==> config.mk <==
export PLATFORM = sky130hd
export DESIGN_NAME = multi_zone_alarm_ctrl
export DESIGN_NICKNAME = d
export VERILOG_FILES = /design/src/rtl/multi_zone_alarm_ctrl.sv
export SDC_FILE = /design/constraint.sdc
export NUM_CORES = 1
export LEC_CHECK = 0
export CAP_MARGIN = 30
export CORE_UTILIZATION = 60
export DETAILED_ROUTE_END_ITERATION = 7
export PLACE_DENSITY = 0.75
export SYNTH_ARGS = -nofsm -noshare
export SYNTH_HDL_FRONTEND = slang
export SYNTH_SLANG_ARGS = --single-unit
export TNS_END_PERCENT = 10
==> constraint.sdc <==
create_clock -name clk_i -period 3.15 [get_ports clk_i]
set_input_delay 0.7875 -clock clk_i [delete_from_list [all_inputs] [get_ports clk_i]]
set_output_delay 0.7875 -clock clk_i [all_outputs]
set_load 0.05 [all_outputs]
==> src/rtl/multi_zone_alarm_ctrl.sv <==
// N-zone alarm controller: synchronised inputs, per-zone persistence filter, arm/alarm FSM,
// chaser LEDs, pulsed buzzer and call request. Define ZONE_LATCH_EN for latching zones.
module multi_zone_alarm_ctrl #(
  parameter int unsigned       NZones      = 4,
  parameter int unsigned       LedW        = 8,
  parameter int unsigned       PersistCyc  = 2_000_000,
  parameter int unsigned       DebounceCyc = 400_000,
  parameter int unsigned       StepCyc     = 4_000_000,
  parameter logic [NZones-1:0] CallMask    = {NZones{1'b1}}
) (
  input  logic              clk_i,
  input  logic              rst_ni,
  input  logic              arm_btn_i,
  input  logic              remote_toggle_i,
  input  logic              ack_i,
  input  logic [NZones-1:0] sensor_i,
  output logic [LedW-1:0]   led_o,
  output logic              buzzer_o,
  output logic              armed_o,
  output logic              armed_led_o,
  output logic              alarm_active_o,
  output logic [NZones-1:0] zone_latched_o,
  output logic              sim_o
);

  localparam int unsigned PersistW  = $clog2(PersistCyc + 1);
  localparam int unsigned DebounceW = (DebounceCyc > 0) ? $clog2(DebounceCyc + 1) : 1;
  localparam int unsigned StepW     = (StepCyc > 1) ? $clog2(StepCyc) : 1;
  localparam int unsigned IdxW      = (LedW > 1) ? $clog2(LedW) : 1;
  localparam logic [PersistW-1:0] PersistMax = PersistW'(PersistCyc);

  typedef enum logic [1:0] {StDisarmed, StArmedIdle, StAlarm, StSilenced} state_e;

  // Sync chains: [0] first stage, [1] synced value, [2] previous synced value for edges.
  logic [2:0]           arm_sync_q, rem_sync_q;
  logic [1:0]           ack_sync_q;
  logic [NZones-1:0]    sen_s1_q, sen_s2_q;
  logic [PersistW-1:0]  cnt_q [NZones];
  logic [PersistW-1:0]  cnt_d [NZones];
  logic [NZones-1:0]    q_q, q_d;
  logic [DebounceW-1:0] lock_q, lock_d;
  state_e               state_q, state_d;
  logic [NZones-1:0]    latched_q, latched_d;
  logic [StepW-1:0]     step_q, step_d;
  logic [IdxW-1:0]      idx_q, idx_d;
  logic                 buzzer_q, buzzer_d;
  logic [LedW-1:0]      led_q, led_d;
  logic                 armed_q, armed_d, alarm_q, alarm_d, sim_q, sim_d;

  logic ack_s, btn_acc, tog, filt_clr, new_zone, run;

  assign ack_s    = ack_sync_q[1];
  assign btn_acc  = arm_sync_q[2] & ~arm_sync_q[1] & (lock_q == '0);
  assign tog      = btn_acc | (rem_sync_q[2] ^ rem_sync_q[1]);
  assign filt_clr = tog && (state_q != StDisarmed);
  assign new_zone = |(q_q & ~latched_q);

  always_comb begin
    lock_d = lock_q;
    if (btn_acc) begin
      lock_d = DebounceW'(DebounceCyc);
    end else if (lock_q != '0) begin
      lock_d = lock_q - DebounceW'(1);
    end
    for (int i = 0; i < NZones; i++) begin
      cnt_d[i] = cnt_q[i];
      if (filt_clr || !sen_s2_q[i]) begin
        cnt_d[i] = '0;
      end else if (cnt_q[i] != PersistMax) begin
        cnt_d[i] = cnt_q[i] + PersistW'(1);
      end
      q_d[i] = !filt_clr && (cnt_q[i] == PersistMax);
    end
  end

  always_comb begin
    state_d = state_q;
    if (tog) begin
      state_d = (state_q == StDisarmed) ? StArmedIdle : StDisarmed;
    end else begin
      unique case (state_q)
        StDisarmed:  state_d = StDisarmed;
        StArmedIdle: if (|q_q) state_d = StAlarm;
`ifdef ZONE_LATCH_EN
        StAlarm:     if (ack_s) state_d = StSilenced;
        StSilenced: begin
          if (new_zone)               state_d = StAlarm;
          else if (ack_s && q_q == '0) state_d = StArmedIdle;
        end
`else
        StAlarm: begin
          if (q_q == '0) state_d = StArmedIdle;
          else if (ack_s) state_d = StSilenced;
        end
        StSilenced: begin
          if (q_q == '0)    state_d = StArmedIdle;
          else if (new_zone) state_d = StAlarm;
        end
`endif
        default: state_d = StArmedIdle;
      endcase
    end

`ifdef ZONE_LATCH_EN
    latched_d = latched_q;
    if (tog || (state_q == StSilenced && state_d == StArmedIdle)) begin
      latched_d = '0;
    end else if (state_q != StDisarmed) begin
      latched_d = latched_q | q_q;
    end
`else
    latched_d = (state_d == StDisarmed) ? '0 : q_q;
`endif
  end

  // Chaser and buzzer restart from zero on every entry into ALARM.
  always_comb begin
    run      = (state_q == StAlarm) && (state_d == StAlarm);
    step_d   = '0;
    idx_d    = '0;
    buzzer_d = 1'b0;
    if (run) begin
      step_d   = step_q + StepW'(1);
      idx_d    = idx_q;
      buzzer_d = buzzer_q;
      if (step_q == StepW'(StepCyc - 1)) begin
        step_d   = '0;
        buzzer_d = ~buzzer_q;
        idx_d    = (idx_q == IdxW'(LedW - 1)) ? '0 : idx_q + IdxW'(1);
      end
    end

    led_d = '1;
    if (state_q == StAlarm) begin
      led_d = ~(LedW'(1) << idx_q);
    end else if (state_q == StSilenced) begin
      led_d[NZones-1:0] = ~latched_q;
    end

    armed_d = (state_d != StDisarmed);
    alarm_d = (state_d == StAlarm);
    sim_d   = ((state_d == StAlarm) || (state_d == StSilenced)) && |(latched_d & CallMask);
  end

  always_ff @(posedge clk_i) begin
    if (!rst_ni) begin
      arm_sync_q <= 3'b111;
      rem_sync_q <= '0;
      ack_sync_q <= '0;
      sen_s1_q   <= '0;
      sen_s2_q   <= '0;
      for (int i = 0; i < NZones; i++) cnt_q[i] <= '0;
      q_q        <= '0;
      lock_q     <= '0;
      state_q    <= StArmedIdle;
      latched_q  <= '0;
      step_q     <= '0;
      idx_q      <= '0;
      buzzer_q   <= 1'b0;
      led_q      <= '1;
      armed_q    <= 1'b1;
      alarm_q    <= 1'b0;
      sim_q      <= 1'b0;
    end else begin
      arm_sync_q <= {arm_sync_q[1:0], arm_btn_i};
      rem_sync_q <= {rem_sync_q[1:0], remote_toggle_i};
      ack_sync_q <= {ack_sync_q[0], ack_i};
      sen_s1_q   <= sensor_i;
      sen_s2_q   <= sen_s1_q;
      for (int i = 0; i < NZones; i++) cnt_q[i] <= cnt_d[i];
      q_q        <= q_d;
      lock_q     <= lock_d;
      state_q    <= state_d;
      latched_q  <= latched_d;
      step_q     <= step_d;
      idx_q      <= idx_d;
      buzzer_q   <= buzzer_d;
      led_q      <= led_d;
      armed_q    <= armed_d;
      alarm_q    <= alarm_d;
      sim_q      <= sim_d;
    end
  end

  assign led_o          = led_q;
  assign buzzer_o       = buzzer_q;
  assign armed_o        = armed_q;
  assign armed_led_o    = armed_q;
  assign alarm_active_o = alarm_q;
  assign zone_latched_o = latched_q;
  assign sim_o          = sim_q;

endmodule
Yosys cells after proc, flatten, opt, wreduce, memory -nomap -nowiden. Memories as Yosys holds them, arrays and structs flattened. Cells that the tools add are included. W data, S select, Z words.

Add/subtract/negate cells: 7. Multiply operators: 0. Div/mod/pow operators: 0. $lt $le $gt $ge: 0. Equal/unequal tests: 15. Shifts and indexed selects: 1. Mux-type cells: 28. Bitwise gates (word level): 15. Reductions and logical operators: 32.

Operators with widths (count): $mux W21 (12); $add A21 B1 Y21 const B (4); $eq A21 B21 Y1 const B (4); $ne A21 B21 Y1 const B (4); $mux W19 (2); $add A22 B1 Y22 const B (1); $eq A22 B22 Y1 const B (1); $logic_not A19 Y1 (1); $reduce_bool A19 Y1 (1); $sub A19 B1 Y19 const B (1); $mux W2 (6); $mux W4 (3); $reduce_or A4 Y1 (3); $eq A2 B2 Y1 const B (4); $not A8 Y8 (1); $pmux W2 S4 (1); $shl A1 B3 Y8 const A (1); $logic_and A1 B1 Y1 (7); $reduce_bool A2 Y1 (3); $logic_not A1 Y1 (5); $logic_or A1 B1 Y1 (5); $or A1 B1 Y1 (5); $and A4 B4 Y4 (1); $logic_not A2 Y1 (2); 13 further kinds (20).

Register bits after elaboration: 82. Latch bits: 0. Bits in writable memories: 84. ROM bits: 0. Bits of input ports: 9. Output and inout bits: 17. Word-level logic and storage cells: 117. Memories kept: 1.

Memories: cnt_q (words 4, bits a word 21, read ports 4, clocked after memory_dff 0, wr ports 4, line 38) `logic [PersistW-1:0] cnt_q [NZones];`.

Logic depth before layout (Yosys ltp).
Word-level depth: 11. Mapped depth: 9.

Worst setup path before layout. OpenSTA, ideal clock, no wires.

Path type: register to register. Start point: register lock_q[9]. End point: register lock_q[7]. Setup time: 122 ps. Data arrival time: 2152 ps. Slack: 877 ps. Stages on the path, launching flop included: 7. Period minus slack after synthesis: 2273 ps. Path through: dfxtp_1 -> or4_1 -> buf_2 -> nor4_4 -> nand3_4 -> and3_1 -> o311a_1.

Word-level cells in the longest chain between the ends: 3. Elaborated cells on any way between the ends: 5.

Ends and longest elaborated chain: start: declaration (line 41) `logic [DebounceW-1:0] lock_q, lock_d;`; start signal: assignment (line 172) `lock_q <= lock_d;`; $logic_not A19 Y1 (line 53) `assign btn_acc = arm_sync_q[2] & ~arm_sync_q[1] & (lock_q == '0);`; $and A1 B1 Y1 (line 53); $mux W19 or $reduce_bool A2 Y1 (tied branches).

Parallel ways exist; a longest one is shown, timed or not. A chain may end at the register's enable or synchronous reset.

Final worst setup path.
Start point: register lock_q[0]. End point: register idx_q[2].

Word-level cells in the longest chain between the ends: 7.

Ends and longest elaborated chain: $logic_not A19 Y1 (line 53); $and A1 B1 Y1 (line 53); $or A1 B1 Y1 (line 54) `assign tog = btn_acc | (rem_sync_q[2] ^ rem_sync_q[1]);`; $mux W2 (line 78) `if (tog) begin`; $eq A2 B2 Y1 (line 118) `run = (state_q == StAlarm) && (state_d == StAlarm);`; $logic_and A1 B1 Y1 (line 118); $reduce_and A2 Y1 (no line); end signal: assignment (line 176) `idx_q <= idx_d;`; end: declaration (line 45) `logic [IdxW-1:0] idx_q, idx_d;`.

Every way passes these cells.

==> results.toml <==
[synthesis]
syn_area_mm2 = 0.00713
ys_seq_area_frac = 0.466
synth-edff-count = 0
syn-mean-instance-area_um2 = 9.05
yosysUniqueCellTypes = 50
synth-main-ff-cell = "dfxtp_1"
ys_warn_count = 0
async_flop_share = 0
ys_seq_elements = 166
syn_inst = 788
syn_nets = 814

[pwr]
finalPower_mw = 5.05
irDropWorstVdd_uv = 506
power_density_mw_per_mm2 = 624
p_leak_nw = 2.74

[setup_path]
critPathKind = "register to register"
ff2ff_path_depth = 7
cp_max_fo = 14
worstPathCellList = "inv_1, ha_1, or4b_2, nor4_2, a21boi_1, nand4_1, a211oi_1"
crit_slowest_cell = "a21boi_1"
end_kind = "register"
worstPathArrival_ns = 3.21
start_kind = "register"
required_ns = 3.47
slowest_delay_ns = 0.76

[drt]
wl_met2_mm = 6.63
drtIter0Drc = 351
wl_per_cell_um = 13.7
dr.pass1.iters = 7
wl_met1_mm = 6.14
wl_met3_um = 385
routed.top_layer = "met4"
detail-route-antenna-nets = 0
vias = 5376
drc = 6
wl_mm = 13.2
viasPerCell = 5.54

[sta]
setup_slack_ns = 0.259
max_slew_margin = 0.373
min_period_over_period = 0.918
worst_pin_slew_ns = 0.938
final_max_slew_viol_count = 0
fin_skew_ns = 0.00791
max_clock_freq_mhz = 346
rsz0062_at_grt = "no"
fin_tns_setup_ns = 0
finalSetupViolCount = 0
hold_viol = 0
min_period_ns = 2.89

[cells_and_area]
fill_cells = 883
layout.nets = 841
multi_input_area_mm2 = 0.00362
drive_gt1_frac = 0.0677
seqCellArea_mm2 = 0.00332
diodes = 0
final_cells = 970
area_delta_synth_final_pct = 13.4
final_util = 0.703

[die]
pin_count = 26
rows = 39
die_h_um = 111
die_area_mm2 = 0.0123
coreArea_mm2 = 0.0115
initial_utilization = 0.620
die_width_um = 111

[placement]
dp_cells = 939
dp_slack_ns = 0.264
gp_congestion = 0.840
io_buffers = 25
hpwlAfterDp_mm = 9.13

[cts]
clockRootBuffer = "clkbuf_16"
cts_setup_buffers = 0
holdBufCountCts = 0
insertion_delay_ns = 0.42
cts.sinks = 166
cts-buffers-inserted = 17
htreeDepth = 4
cts_max_path_buffers = 2
post_cts_resize_count = 0
cts_tree = "yes"
clk_pin_slew_worst_paths_ns = 0.06

[global_routing]
grt_first_pass_wirelength_mm = 23.4
grtUsageTotal = 0.235
antenna_found_initial = 0
grt_pass1_vias = 5270
grt_max_degree = 35
gr-total-overflow = 0

[outcome]
violations = "DRC"
run_status = "complete, but fails checks"

[worst_hold_path]
min_path_type = "register to register"
min_delay_path_depth = 1

[run]
maxCapViolations = 0
==> worst paths after layout <==
kind,start,endpoint,slack (ns)
max reg2reg,lock_q[0]$_SDFFE_PP0N_,idx_q[2]$_SDFFE_PN0P_,0.26
min reg2reg,arm_sync_q[1]$_SDFF_PN1_,arm_sync_q[2]$_SDFF_PN1_,0.43
max,lock_q[0]$_SDFFE_PP0N_,idx_q[2]$_SDFFE_PN0P_,0.26
min,arm_sync_q[1]$_SDFF_PN1_,arm_sync_q[2]$_SDFF_PN1_,0.43
==> flip-flops by register name, summed over array words and instances (netlist names), 2 cells and up <==
register / cells
state_q: 2
lock_q: 19
ack_sync_q: 2
idx_q: 3
zone_latched_o: 4
led_o: 8
arm_sync_q: 3
cnt_q: 84
sen_s2_q: 4
rem_sync_q: 3
sen_s1_q: 4
step_q: 22
q_q: 4
==> cell type report <==
| cell class | count | share of cell area |
|---|---|---|
| Sequential cell | 166 | 0.411 |
| Multi-Input combinational cell | 577 | 0.447 |
| Tap cell | 143 | 0.0221 |
| Inverter | 21 | 0.00974 |
| Timing Repair Buffer | 32 | 0.0374 |
| Clock inverter | 13 | 0.0196 |
| Clock buffer | 18 | 0.0530 |
==> layer usage <==
layer  vias up  global-route usage
li1       2759                   -
met1      2546               0.278
met2        65               0.413
met3         6              0.0547
met4         0              0.0928
met5         -                   0
==> through the flow <==
stage | area [um2] | hold slack [ns]
CTS | 8090 | 0.431
floorplan | 7130 | 0.386
finish | 8090 | 0.430
global placement | 7500 | 0.392
detailed placement | 7500 | 0.392
global route | 8090 | 0.439
==> cells by family after synthesis <==
family,count (synthesis),synth area share
compound gates,38,0.0386
xor+xnor,108,0.133
fa+ha+maj,17,0.0298
buf+inv,45,0.0268
flops,166,0.466
mux,5,0.00719
simple gates,409,0.299
==> Yosys cell counts, drive strengths merged (17+ instances only) <==
master  number  share of area
nor2       148          0.078
xnor2       45          0.055
and3        17          0.015
nand4       29          0.025
nand3       52          0.038
dfxtp      166           0.47
nor3        19          0.013
nor4        23          0.025
and2        17          0.015
inv         21          0.011
xor2        63          0.077
nand2       39          0.021
ha          17          0.030
==> report_power, final <==
part           switching (mW)  total (mW)  internal, mW  leakage [nW]
Combinational           0.408       0.723         0.315          1.12
Clock                   0.805        2.04          1.24         0.270
Sequential             0.0922        2.28          2.19          1.34
==> critical path, delay by kind of cell (launching register included) <==
family                   cells  cell delay (ns)
AO/OA/AOI/OAI                2             1.14
AND/OR/NAND/NOR              3             0.97
flip-flops                   1             0.39
adder cells (fa/ha/maj)      1             0.21
buffers and inverters        1             0.08
==> placed cells by master, fill, tap and decap left out, types with 3 or more instances in the layout <==
master / Yosys / layout
nand3_1: 51 / 51
and3_1: 17 / 17
nand3b_1: 5 / 5
clkinvlp_4: 0 / 6
xor2_1: 63 / 63
clkinv_2: 0 / 3
nor2_1: 148 / 148
a21oi_1: 10 / 10
dfxtp_1: 166 / 166
nor4_1: 20 / 20
o21ai_0: 5 / 5
clkdlybuf4s50_1: 0 / 25
and4_1: 10 / 10
ha_1: 17 / 17
or3b_2: 4 / 4
buf_4: 2 / 7
mux2i_1: 4 / 4
nand2_1: 39 / 39
a211oi_1: 8 / 8
xnor2_1: 45 / 45
or4_1: 8 / 8
nand4_1: 29 / 29
o211ai_2: 3 / 3
nor2b_1: 4 / 4
or3_1: 6 / 6
or2_2: 4 / 4
clkbuf_16: 0 / 17
and2_1: 16 / 16
inv_1: 21 / 21
nand2b_1: 13 / 13
nor3_1: 19 / 19
bufinv_16: 0 / 3
nand4b_1: 3 / 3
Note: power is estimated with default switching activity, not from simulation.
